`config.mk`:
```
export PLATFORM = sky130hd
export DESIGN_NAME = pipe_ctrl_regs
export DESIGN_NICKNAME = d
export VERILOG_FILES = /design/src/rtl/pipe_ctrl_regs_pkg.sv /design/src/rtl/pipe_ctrl_regs_stage_reg.sv /design/src/rtl/pipe_ctrl_regs.sv
export SDC_FILE = /design/constraint.sdc
export NUM_CORES = 1
export LEC_CHECK = 0
export CORE_UTILIZATION = 51
export DETAILED_ROUTE_END_ITERATION = 6
export PLACE_DENSITY = 0.95
export SETUP_SLACK_MARGIN = 0.1
export SYNTH_ARGS = -nofsm -noshare
export SYNTH_HDL_FRONTEND = slang
export SYNTH_SLANG_ARGS = --single-unit
export TNS_END_PERCENT = 100
```
`constraint.sdc`:
```
create_clock -name i_clk -period 6.3 [get_ports i_clk]
set_input_delay 0.945 -clock i_clk [delete_from_list [all_inputs] [get_ports i_clk]]
set_output_delay 0.945 -clock i_clk [all_outputs]
set_load 0.005 [all_outputs]
```
`src/rtl/pipe_ctrl_regs_pkg.sv`:
```
// Shared types and constants for the RV32I pipeline control/metadata registers.
package pipe_ctrl_regs_pkg;

    localparam logic [31:0] NOP_INSTR_DEFAULT = 32'h0000_0013;  // addi x0,x0,0

    typedef struct packed {
        logic       valid;
        logic [4:0] rs1_addr;
        logic [4:0] rs2_addr;
        logic [4:0] rd_addr;
        logic       rd_wren;
        logic       is_load;
    } stage_ctrl_t;

    localparam stage_ctrl_t STAGE_BUBBLE = '0;

    function automatic logic [4:0] rs1_field(input logic [31:0] instr);
        return instr[19:15];
    endfunction

    function automatic logic [4:0] rs2_field(input logic [31:0] instr);
        return instr[24:20];
    endfunction

    function automatic logic [4:0] rd_field(input logic [31:0] instr);
        return instr[11:7];
    endfunction

endpackage

```
`src/rtl/pipe_ctrl_regs_stage_reg.sv`:
```
// Generic pipeline stage register: reset/flush load the bubble value, hold keeps contents.
module pipe_stage_reg #(
    parameter type payload_t = logic
) (
    input  logic     clk,
    input  logic     rst_n,
    input  logic     hold,
    input  logic     flush,
    input  payload_t d,
    input  payload_t bubble,
    output payload_t q
);

    payload_t q_reg;

    // Flush outranks hold: a held instruction on the wrong path must still be squashed.
    always_ff @(posedge clk) begin
        if (!rst_n) begin
            q_reg <= bubble;
        end else if (flush) begin
            q_reg <= bubble;
        end else if (!hold) begin
            q_reg <= d;
        end
    end

    assign q = q_reg;

endmodule

```
`src/rtl/pipe_ctrl_regs.sv`:
```
// IF/ID, ID/EX, EX/MEM, MEM/WB control registers plus stall/flush/retire counters.
module pipe_ctrl_regs
    import pipe_ctrl_regs_pkg::*;
#(
    parameter logic [31:0] NOP_INSTR = NOP_INSTR_DEFAULT,
    parameter int          PC_W      = 32,
    parameter int          CNT_W     = 32
) (
    input  logic             i_clk,
    input  logic             i_rst_n,
    input  logic             stall_ID,
    input  logic             flush_ID,
    input  logic             flush_EX,
    input  logic             i_ctr_clr,
    input  logic [PC_W-1:0]  IF_pc,
    input  logic [31:0]      IF_instr,
    input  logic             ID_rd_wren,
    input  logic             ID_is_load,
    output logic [PC_W-1:0]  ID_pc,
    output logic [31:0]      ID_instr,
    output logic             ID_valid,
    output logic [4:0]       ID_rs1_addr,
    output logic [4:0]       ID_rs2_addr,
    output logic [4:0]       EX_rs1_addr,
    output logic [4:0]       EX_rs2_addr,
    output logic [4:0]       EX_rd_addr,
    output logic             EX_rd_wren,
    output logic             EX_is_load,
    output logic             EX_valid,
    output logic [4:0]       MEM_rd_addr,
    output logic             MEM_rd_wren,
    output logic             MEM_is_load,
    output logic             MEM_valid,
    output logic [4:0]       WB_rd_addr,
    output logic             WB_rd_wren,
    output logic             WB_valid,
    output logic [CNT_W-1:0] stall_cnt,
    output logic [CNT_W-1:0] flush_cnt,
    output logic [CNT_W-1:0] instret_cnt
);

    typedef struct packed {
        logic            valid;
        logic [PC_W-1:0] pc;
        logic [31:0]     instr;
    } ifid_t;

    ifid_t       if_d, id_q, id_bubble;
    stage_ctrl_t ex_d, ex_q, mem_d, mem_q, wb_d, wb_q;

    assign if_d      = '{valid: 1'b1, pc: IF_pc, instr: IF_instr};
    assign id_bubble = '{valid: 1'b0, pc: '0, instr: NOP_INSTR};

    pipe_stage_reg #(.payload_t(ifid_t)) u_if_id (
        .clk    (i_clk),
        .rst_n  (i_rst_n),
        .hold   (stall_ID),
        .flush  (flush_ID),
        .d      (if_d),
        .bubble (id_bubble),
        .q      (id_q)
    );

    assign ID_pc       = id_q.pc;
    assign ID_instr    = id_q.instr;
    assign ID_valid    = id_q.valid;
    assign ID_rs1_addr = rs1_field(id_q.instr);
    assign ID_rs2_addr = rs2_field(id_q.instr);

    // Decoder flags are masked by valid; rd=x0 never claims a write so it never forwards.
    always_comb begin
        ex_d          = STAGE_BUBBLE;
        ex_d.valid    = id_q.valid;
        ex_d.rs1_addr = rs1_field(id_q.instr);
        ex_d.rs2_addr = rs2_field(id_q.instr);
        ex_d.rd_addr  = rd_field(id_q.instr);
        ex_d.rd_wren  = ID_rd_wren & id_q.valid & (rd_field(id_q.instr) != 5'd0);
        ex_d.is_load  = ID_is_load & id_q.valid;
    end

    pipe_stage_reg #(.payload_t(stage_ctrl_t)) u_id_ex (
        .clk    (i_clk),
        .rst_n  (i_rst_n),
        .hold   (1'b0),
        .flush  (flush_EX),
        .d      (ex_d),
        .bubble (STAGE_BUBBLE),
        .q      (ex_q)
    );

    always_comb begin
        mem_d         = STAGE_BUBBLE;
        mem_d.valid   = ex_q.valid;
        mem_d.rd_addr = ex_q.rd_addr;
        mem_d.rd_wren = ex_q.rd_wren;
        mem_d.is_load = ex_q.is_load;
    end

    pipe_stage_reg #(.payload_t(stage_ctrl_t)) u_ex_mem (
        .clk    (i_clk),
        .rst_n  (i_rst_n),
        .hold   (1'b0),
        .flush  (1'b0),
        .d      (mem_d),
        .bubble (STAGE_BUBBLE),
        .q      (mem_q)
    );

    always_comb begin
        wb_d         = STAGE_BUBBLE;
        wb_d.valid   = mem_q.valid;
        wb_d.rd_addr = mem_q.rd_addr;
        wb_d.rd_wren = mem_q.rd_wren;
    end

    pipe_stage_reg #(.payload_t(stage_ctrl_t)) u_mem_wb (
        .clk    (i_clk),
        .rst_n  (i_rst_n),
        .hold   (1'b0),
        .flush  (1'b0),
        .d      (wb_d),
        .bubble (STAGE_BUBBLE),
        .q      (wb_q)
    );

    assign EX_rs1_addr = ex_q.rs1_addr;
    assign EX_rs2_addr = ex_q.rs2_addr;
    assign EX_rd_addr  = ex_q.rd_addr;
    assign EX_rd_wren  = ex_q.rd_wren;
    assign EX_is_load  = ex_q.is_load;
    assign EX_valid    = ex_q.valid;
    assign MEM_rd_addr = mem_q.rd_addr;
    assign MEM_rd_wren = mem_q.rd_wren;
    assign MEM_is_load = mem_q.is_load;
    assign MEM_valid   = mem_q.valid;
    assign WB_rd_addr  = wb_q.rd_addr;
    assign WB_rd_wren  = wb_q.rd_wren;
    assign WB_valid    = wb_q.valid;

    // Later stages carry only the fields that follow the instruction downstream.
    logic unused_stage_bits;
    assign unused_stage_bits = ^{mem_q.rs1_addr, mem_q.rs2_addr,
                                 wb_q.rs1_addr, wb_q.rs2_addr, wb_q.is_load};

    // Counter index: 0 = stall, 1 = flush, 2 = instret.
    logic [2:0]       cnt_inc;
    logic [CNT_W-1:0] cnt_reg [3];

    assign cnt_inc = {wb_q.valid, flush_ID, stall_ID & ~flush_ID};

    for (genvar gi = 0; gi < 3; gi++) begin : g_cnt
        always_ff @(posedge i_clk) begin
            if (!i_rst_n || i_ctr_clr) begin
                cnt_reg[gi] <= '0;
            end else if (cnt_inc[gi]) begin
                cnt_reg[gi] <= cnt_reg[gi] + {{(CNT_W-1){1'b0}}, 1'b1};
            end
        end
    end

    assign stall_cnt   = cnt_reg[0];
    assign flush_cnt   = cnt_reg[1];
    assign instret_cnt = cnt_reg[2];

endmodule

```
Yosys cells after proc, flatten, opt, wreduce, memory -nomap -nowiden
Memory sizes are Yosys's and may differ from the RTL's.
Index checks and enable logic that the tools add are counted.
W data, S select, Z words.

operators by class
  add/sub/neg operators = 3
  reduce and logical (&&, ||, !) cells = 5
  muxes and demuxes = 14
  bitwise gates (word level) = 9

operators with widths
  operator                 count
  $add A32 B1 Y32 const B  3
  $mux W32                 3
  $mux W1                  11
  $reduce_bool A5 Y1       1
  $and A1 B1 Y1            4
  $reduce_or A2 Y1         2
  $or A1 B1 Y1             3
  $not A1 Y1               2
  $logic_not A1 Y1         1
  $logic_or A1 B1 Y1       1

word-level totals
  bits in writable memories = 96
  output and inout port bits = 204
  memories kept = 1
  register bits after elaboration = 98
  bits of input ports = 72

memories
  memory   words  width  read ports  clocked after Yosys merged registers in  wr ports  RTL line               text
  cnt_reg  3      32     3           0                                        3         pipe_ctrl_regs.sv:147  logic [CNT_W-1:0] cnt_reg [3];

Depth between registers and ports, before layout
  depth after elaboration = 6
  gate-level depth with buffers = 7
  mapped depth without buffers = 5

Cells and area by module
From an unflattened synthesis, not the netlist that was laid out.

unflattened totals
  cell total of the unflattened synthesis = 794
  area total of the unflattened synthesis = 11009.3 sq um

by module, submodules not included
  module                         instances  cells each  sequential area each (sq um)  area an instance (sq um)
  pipe_ctrl_regs                 1          535         2882.8                        5500.3
  pipe_stage_reg (u_if_id)       1          139         1951.9                        3009.1
  pipe_stage_reg (u_ex_mem ...)  3          40          540.5                         833.3

Least setup slack after synthesis
No wires, ideal clock.

  kind = input to register
  from = input port stall_ID
  to = memory cnt_reg[0][0], enable pin
  stages = 4
  setup slack = 3.514 ns
  data arrival time = 2.390 ns
  setup time = 0.395 ns
  data required time = 5.905 ns
  cells stage by stage = clkbuf_1 > clkbuf_1 > nand2b_1 > nand3b_1

RTL lines
  what                RTL line               text
  start: declaration  pipe_ctrl_regs.sv:11   input logic stall_ID,
  end: declaration    pipe_ctrl_regs.sv:147

==> results.toml <==
[run_status]
outcome = "finished, final reports clean"

[grt]
grt_max_degree = 68
grt_pass1_vias = 7104
track_usage_pct = 26.2
grt_pass1_wl_um = 37000
grt_overflow = 0
antenna_found_initial = 0

[clock_tree]
post_cts_buffers = 0
cts_tree = "built"
clk_path_buf_depth = 2
clk_latency_ps = 420
cts.repair.resized = 0
postCtsHoldBufs = 0
clk_pin_slew_worst_paths_ps = 70
numCtsBuffers = 17
cts_root_buf = "clkbuf_16"
cts_num_sinks = 194
cts-htree-levels = 4

[timing]
setup_viol = 0
fmax_mhz = 286
setup_ws_ps = 2800
finalHoldViolations = 0
worst_slew_pin_slew_ps = 1250
relSlewSlack_pct = 16.4
timing.final.crit_share_pct = 55.6
post-route-min-period_ps = 3500
slew_violations = 0
fin_setup_tns_ps = 0
clock_skew_ps = 10.3
rsz0062_at_grt = "false"

[yosys]
syn_area_um2 = 8830
syn_avg_cell_area_um2 = 10.7
synth_cell_types = 41
ys_seq_elements = 194
yosysSeqAreaShare_pct = 54.8
async_flop_share_pct = 0
synth_edf_count = 96
ys_warn_count = 0
synthFlopType = "dfxtp_1"
syn_nets = 901
synthCells = 826

[detailed_routing]
drt-total-wl_um = 23500
via_count = 7457
viasPerCell = 5.80
post_drt_wl_per_cell_um = 18.3
ant_nets = 0
drc = 0
drt_pass1_iterations = 5
drt_iter0_drc = 699

[critical_path]
cp.required_ps = 6330
cp-endpoint = "cnt_reg[1][23]"
r2r-end = "cnt_reg[2][20]"
critPathArrivalTime_ps = 3530
r2r-start = "cnt_reg[2][5]"
critPathKind = "primary input to flop"
ff2ff_setup_slack_ps = 3640
critical_path_peak_fanout = 67
crit_start = "i_rst_n"
reg2reg_depth = 4
end_kind = "flop"
start_kind = "primary input"

[layout]
syn_to_final_growth_pct = 37.5
layout_common_cells = "274 x clkdlybuf4s50_1, 98 x nor2_1, 98 x dfxtp_1"
multi_input_area_um2 = 3580
nets = 1128
fillCellCount = 1194
seqCellArea_um2 = 4840
final_common_cell = "clkdlybuf4s50_1"
largest_reg_flops = 96
antenna-diode-count = 0
layout-drive-gt1-share_pct = 4.50

[placement]
io_buffer_count = 275
place_congestion = 0.835
place_ws_ps = 2360
detailed_place_hpwl_um = 16400

[floorplan]
rows = 47
coreArea_um2 = 16800
dieWidth_um = 134
die-area_um2 = 17900
die_h_um = 134
start_util_pct = 52.7
io_pins = 276

[power_and_ir_drop]
powerDensity_nw_per_um2 = 232
ir_worst_vdd_uv = 196
leakage_nw = 4.23

[flow_run]
max-cap-violations = 0

[hold_path]
hp-class = "flop to flop"
critical path, cell delays in order:
cell and delay (ps):
clkdlybuf4s50_1 750, nand2b_2 190, buf_4 560, nor2_1 120
inv_1 930
worst min path at each step:
stage	depth (start not counted)	from	to
6_report	1	u_ex_mem.q[3]	u_mem_wb.q[3]
5_1_grt	1	u_ex_mem.q[3]	u_mem_wb.q[3]
4_1_cts	1	u_id_ex.q[1]	u_ex_mem.q[1]
3_5_place_dp	1	u_id_ex.q[3]	u_ex_mem.q[3]
3_3_place_gp	1	u_ex_mem.q[17]	u_mem_wb.q[17]
2_1_floorplan	1	u_id_ex.q[0]	u_ex_mem.q[0]
power by group:
group / switching [W] / total, W / internal [W] / leakage (nW)
Sequential: 0.0000535 / 0.00142 / 0.00137 / 1.89
Clock: 0.000489 / 0.00116 / 0.000670 / 0.296
Combinational: 0.0000915 / 0.000242 / 0.000150 / 2.05
Total: 0.000634 / 0.00282 / 0.00219 / 4.23
per-stage QoR:
step	hold WS, ps	instances	total power (W)	area, um^2	utilization (%)
after floorplan	459	826	0.00152	8830	-
after global placement	442	1254	0.00168	11500	68.7
after detailed placement	446	1254	0.00169	11500	68.7
after CTS	465	1286	0.00284	12100	72.5
after global routing	472	1286	0.00291	12100	72.5
final	459	1286	0.00282	12100	72.5
Yosys cell counts, drive strengths merged, types with 2 or more instances:
cell | instances | area [um^2]
a211o | 3 | 26.3
a21oi | 41 | 205
and2 | 40 | 250
and3 | 6 | 37.5
and3b | 2 | 17.5
and4 | 16 | 140
buf | 35 | 235
clkbuf | 35 | 131
dfxtp | 98 | 1960
edfxtp | 96 | 2880
ha | 3 | 37.5
inv | 11 | 41.3
mux2i | 72 | 721
nand2 | 43 | 161
nand2b | 16 | 100
nand3 | 31 | 155
nand3b | 3 | 22.5
nand4 | 25 | 163
nor2 | 98 | 368
nor2b | 4 | 25.0
nor3 | 4 | 20.0
nor4 | 13 | 131
o21a | 4 | 30.0
o21ai | 9 | 45.0
o311ai | 3 | 26.3
o31ai | 31 | 233
o41ai | 3 | 26.3
or2 | 2 | 12.5
or3 | 10 | 62.6
or4 | 32 | 240
xnor2 | 11 | 96.3
xor2 | 23 | 201
cell families after synthesis:
family | share of synthesized area (%)
mux | 8.16
flops | 54.8
fa+ha+maj | 0.425
buf+inv | 4.62
compound gates | 6.81
xor+xnor | 3.37
simple gates | 21.8
area by class of cell:
cell class	instances	share of cell area, %
Clock buffer	17	3.50
Tap cell	220	2.27
Multi-Input combinational cell	551	29.5
Sequential cell	194	39.9
Clock inverter	15	1.67
Inverter	11	0.340
Timing Repair Buffer	278	22.8
routing by layer:
layer,GRT usage [%],up-vias,part of all wire [%],routed length [um]
li1,-,3438,-,-
met1,32.2,3558,38,8970
met2,45.5,408,51,11900
met3,5.33,53,8.3,1950
met4,9.41,0,2.8,656
met5,0,-,0,0
Note: power is estimated with default switching activity, not from simulation.
==> edit (same flow settings) <==
`PC_W`: 32 -> 48.
--- a/src/rtl/pipe_ctrl_regs.sv
+++ b/src/rtl/pipe_ctrl_regs.sv
@@ -4,5 +4,5 @@
 #(
     parameter logic [31:0] NOP_INSTR = NOP_INSTR_DEFAULT,
-    parameter int          PC_W      = 32,
+    parameter int          PC_W      = 48,
     parameter int          CNT_W     = 32
 ) (
Ports: changed (resized ID_pc and IF_pc); port bits go from 276 to 308. No check against the original RTL was run, so the function may have changed too.
==> edit against the original RTL <==
Sequential power up 8%; critical endpoint is now cnt_reg[1][25]; sequential cell count up 16; critical path depth down 1; worst setup slack better by 0.31 ns; synthesized area up 5.2%; critical path type unchanged; final area up 8.0%; largest power group unchanged; power up 12%; wire length up 15%.
==> edit: results <==
setup_path:
  worst_path_largest_cell_delay_ns: 0.75
  critPathMaxFanout: 83
  ff2ff_setup_slack_ns: 3.38
  timing.rr.end: "cnt_reg[2][21]"
  critical_path.top_delay_family: "buffers and inverters"
  critPathArrivalTime_ns: 3.32
  reg2reg_from: "cnt_reg[2][3]"
  slowest_stage: "or2_2"
  setup.worst_path.start: "i_rst_n"
  rr_worst_depth: 4
yosys:
  synthesis.nets: 966
  synth_common_cells: "dfxtp_1, nor2_1, edfxtp_1, mux2i_1, a21oi_1"
  synthArstFlopShare_pct: 0
  synthCells: 875
  synth_warnings: 0
  synth_edf_count: 96
  yosys-top-cells-area: "edfxtp_1, dfxtp_1, mux2i_1"
  synthFlopType: "dfxtp_1"
  yosysUniqueCellTypes: 41
  ys_seq_area_share_pct: 55.6
cells_and_area:
  nets: 1234
  stdcell_count: 1392
  drive_gt1_share_pct: 4.74
  largest_register_ffs: 96
clock_network:
  clk_root_buffer_cell: "clkbuf_16"
  cts_inserted_buffers: 23
  htreeDepth: 1
  ctsResizeCount: 0
  clock_insertion_delay_worst_skew_ns: 0.50
  clk_pin_slew_ns: 0.06
  cts_setup_buffers: 0
  clockBufferDepth: 3
grt:
  grt_pass1_wl_mm: 40.1
  grt_util_all_layers_pct: 27.5
  antenna_found_initial: 3
  overflow: 0
  grt_start_max_net_pins: 84
  grt_pass1_vias: 7595
worst_hold_path:
  hold_path_startpoint: "u_id_ex.q[1]"
  min_path_type: "register to register"
  min_path_cells: 1
  whs_endpoint: "u_ex_mem.q[1]"
pwr:
  p_leak_nw: 4.67
  ir_drop_uv: 234
route:
  first_pass_iters: 5
  wl_mm: 27.0
  num_vias: 8067
  drtIter0Drc: 583
status:
  status: "finished clean"
placed_design:
  dp_cells: 1347
  port_buffers: 307
  place_congestion: 0.869
  dp_hpwl_mm: 18.2
sta:
  holdWs_ns: 0.454
  finClkSkew_ns: 0.00693
  tightest_slew_ns: 1.21
-- edit: worst max-delay path by stage --
| stage | slack [ns] | end |
|---|---|---|
| floorplan | 2.55 | cnt_reg[0][0] |
| global placement | 2.62 | cnt_reg[1][25] |
| detailed placement | 2.60 | cnt_reg[1][25] |
| CTS | 3.13 | cnt_reg[1][25] |
| global route | 2.96 | cnt_reg[1][25] |
| finish | 3.11 | cnt_reg[1][25] |
-- edit: cell families after synthesis --
| kind of cell | count (synthesis) | synth area share (%) |
|---|---|---|
| AO/OA/AOI/OAI | 117 | 7.48 |
| XOR/XNOR | 32 | 3.01 |
| adder cells (fa/ha/maj) | 3 | 0.404 |
| buffers and inverters | 84 | 4.56 |
| flip-flops | 210 | 55.6 |
| multiplexers | 79 | 8.51 |
| AND/OR/NAND/NOR | 350 | 20.5 |
-- edit: through the flow --
step	setup slack [ns]	area, um^2	util, %
6_report	3.11	13100	73.3
5_1_grt	2.96	13100	73.3
4_1_cts	3.13	13100	73.2
3_5_place_dp	2.60	12300	68.9
3_3_place_gp	2.62	12300	68.9
2_1_floorplan	2.55	9300	-
-- edit: where the power goes --
part,switching (W),internal (W),leakage [nW]
clock network,0.000555,0.000802,0.390
logic,0.000108,0.000170,2.26
registers,0.0000581,0.00147,2.02
-- edit: layout make-up --
cell class,count,area [um^2]
sequential,210,5160
fill,1171,4790
multi-input combinational,581,3720
timing repair buffer,311,3100
clock buffer,34,728
tap,229,287
inverter,16,60.1
clock inverter,8,48.8
antenna,3,7.51
-- edit: metal layers --
layer  wire, um  track usage, %  vias to the layer above
li1           -               -                     3722
met1       9720            30.9                     3830
met3       2490            7.81                       79
met2      13600            47.8                      434
met5         13               0                        -
met4       1160            13.2                        2
-- edit: worst reg2reg max path, stage by stage, from the launching register on --
cell      delay [ns]
edfxtp_1        0.45
and4_1          0.38
nand4_1         0.87
or4_1           0.83
a21oi_1         0.20
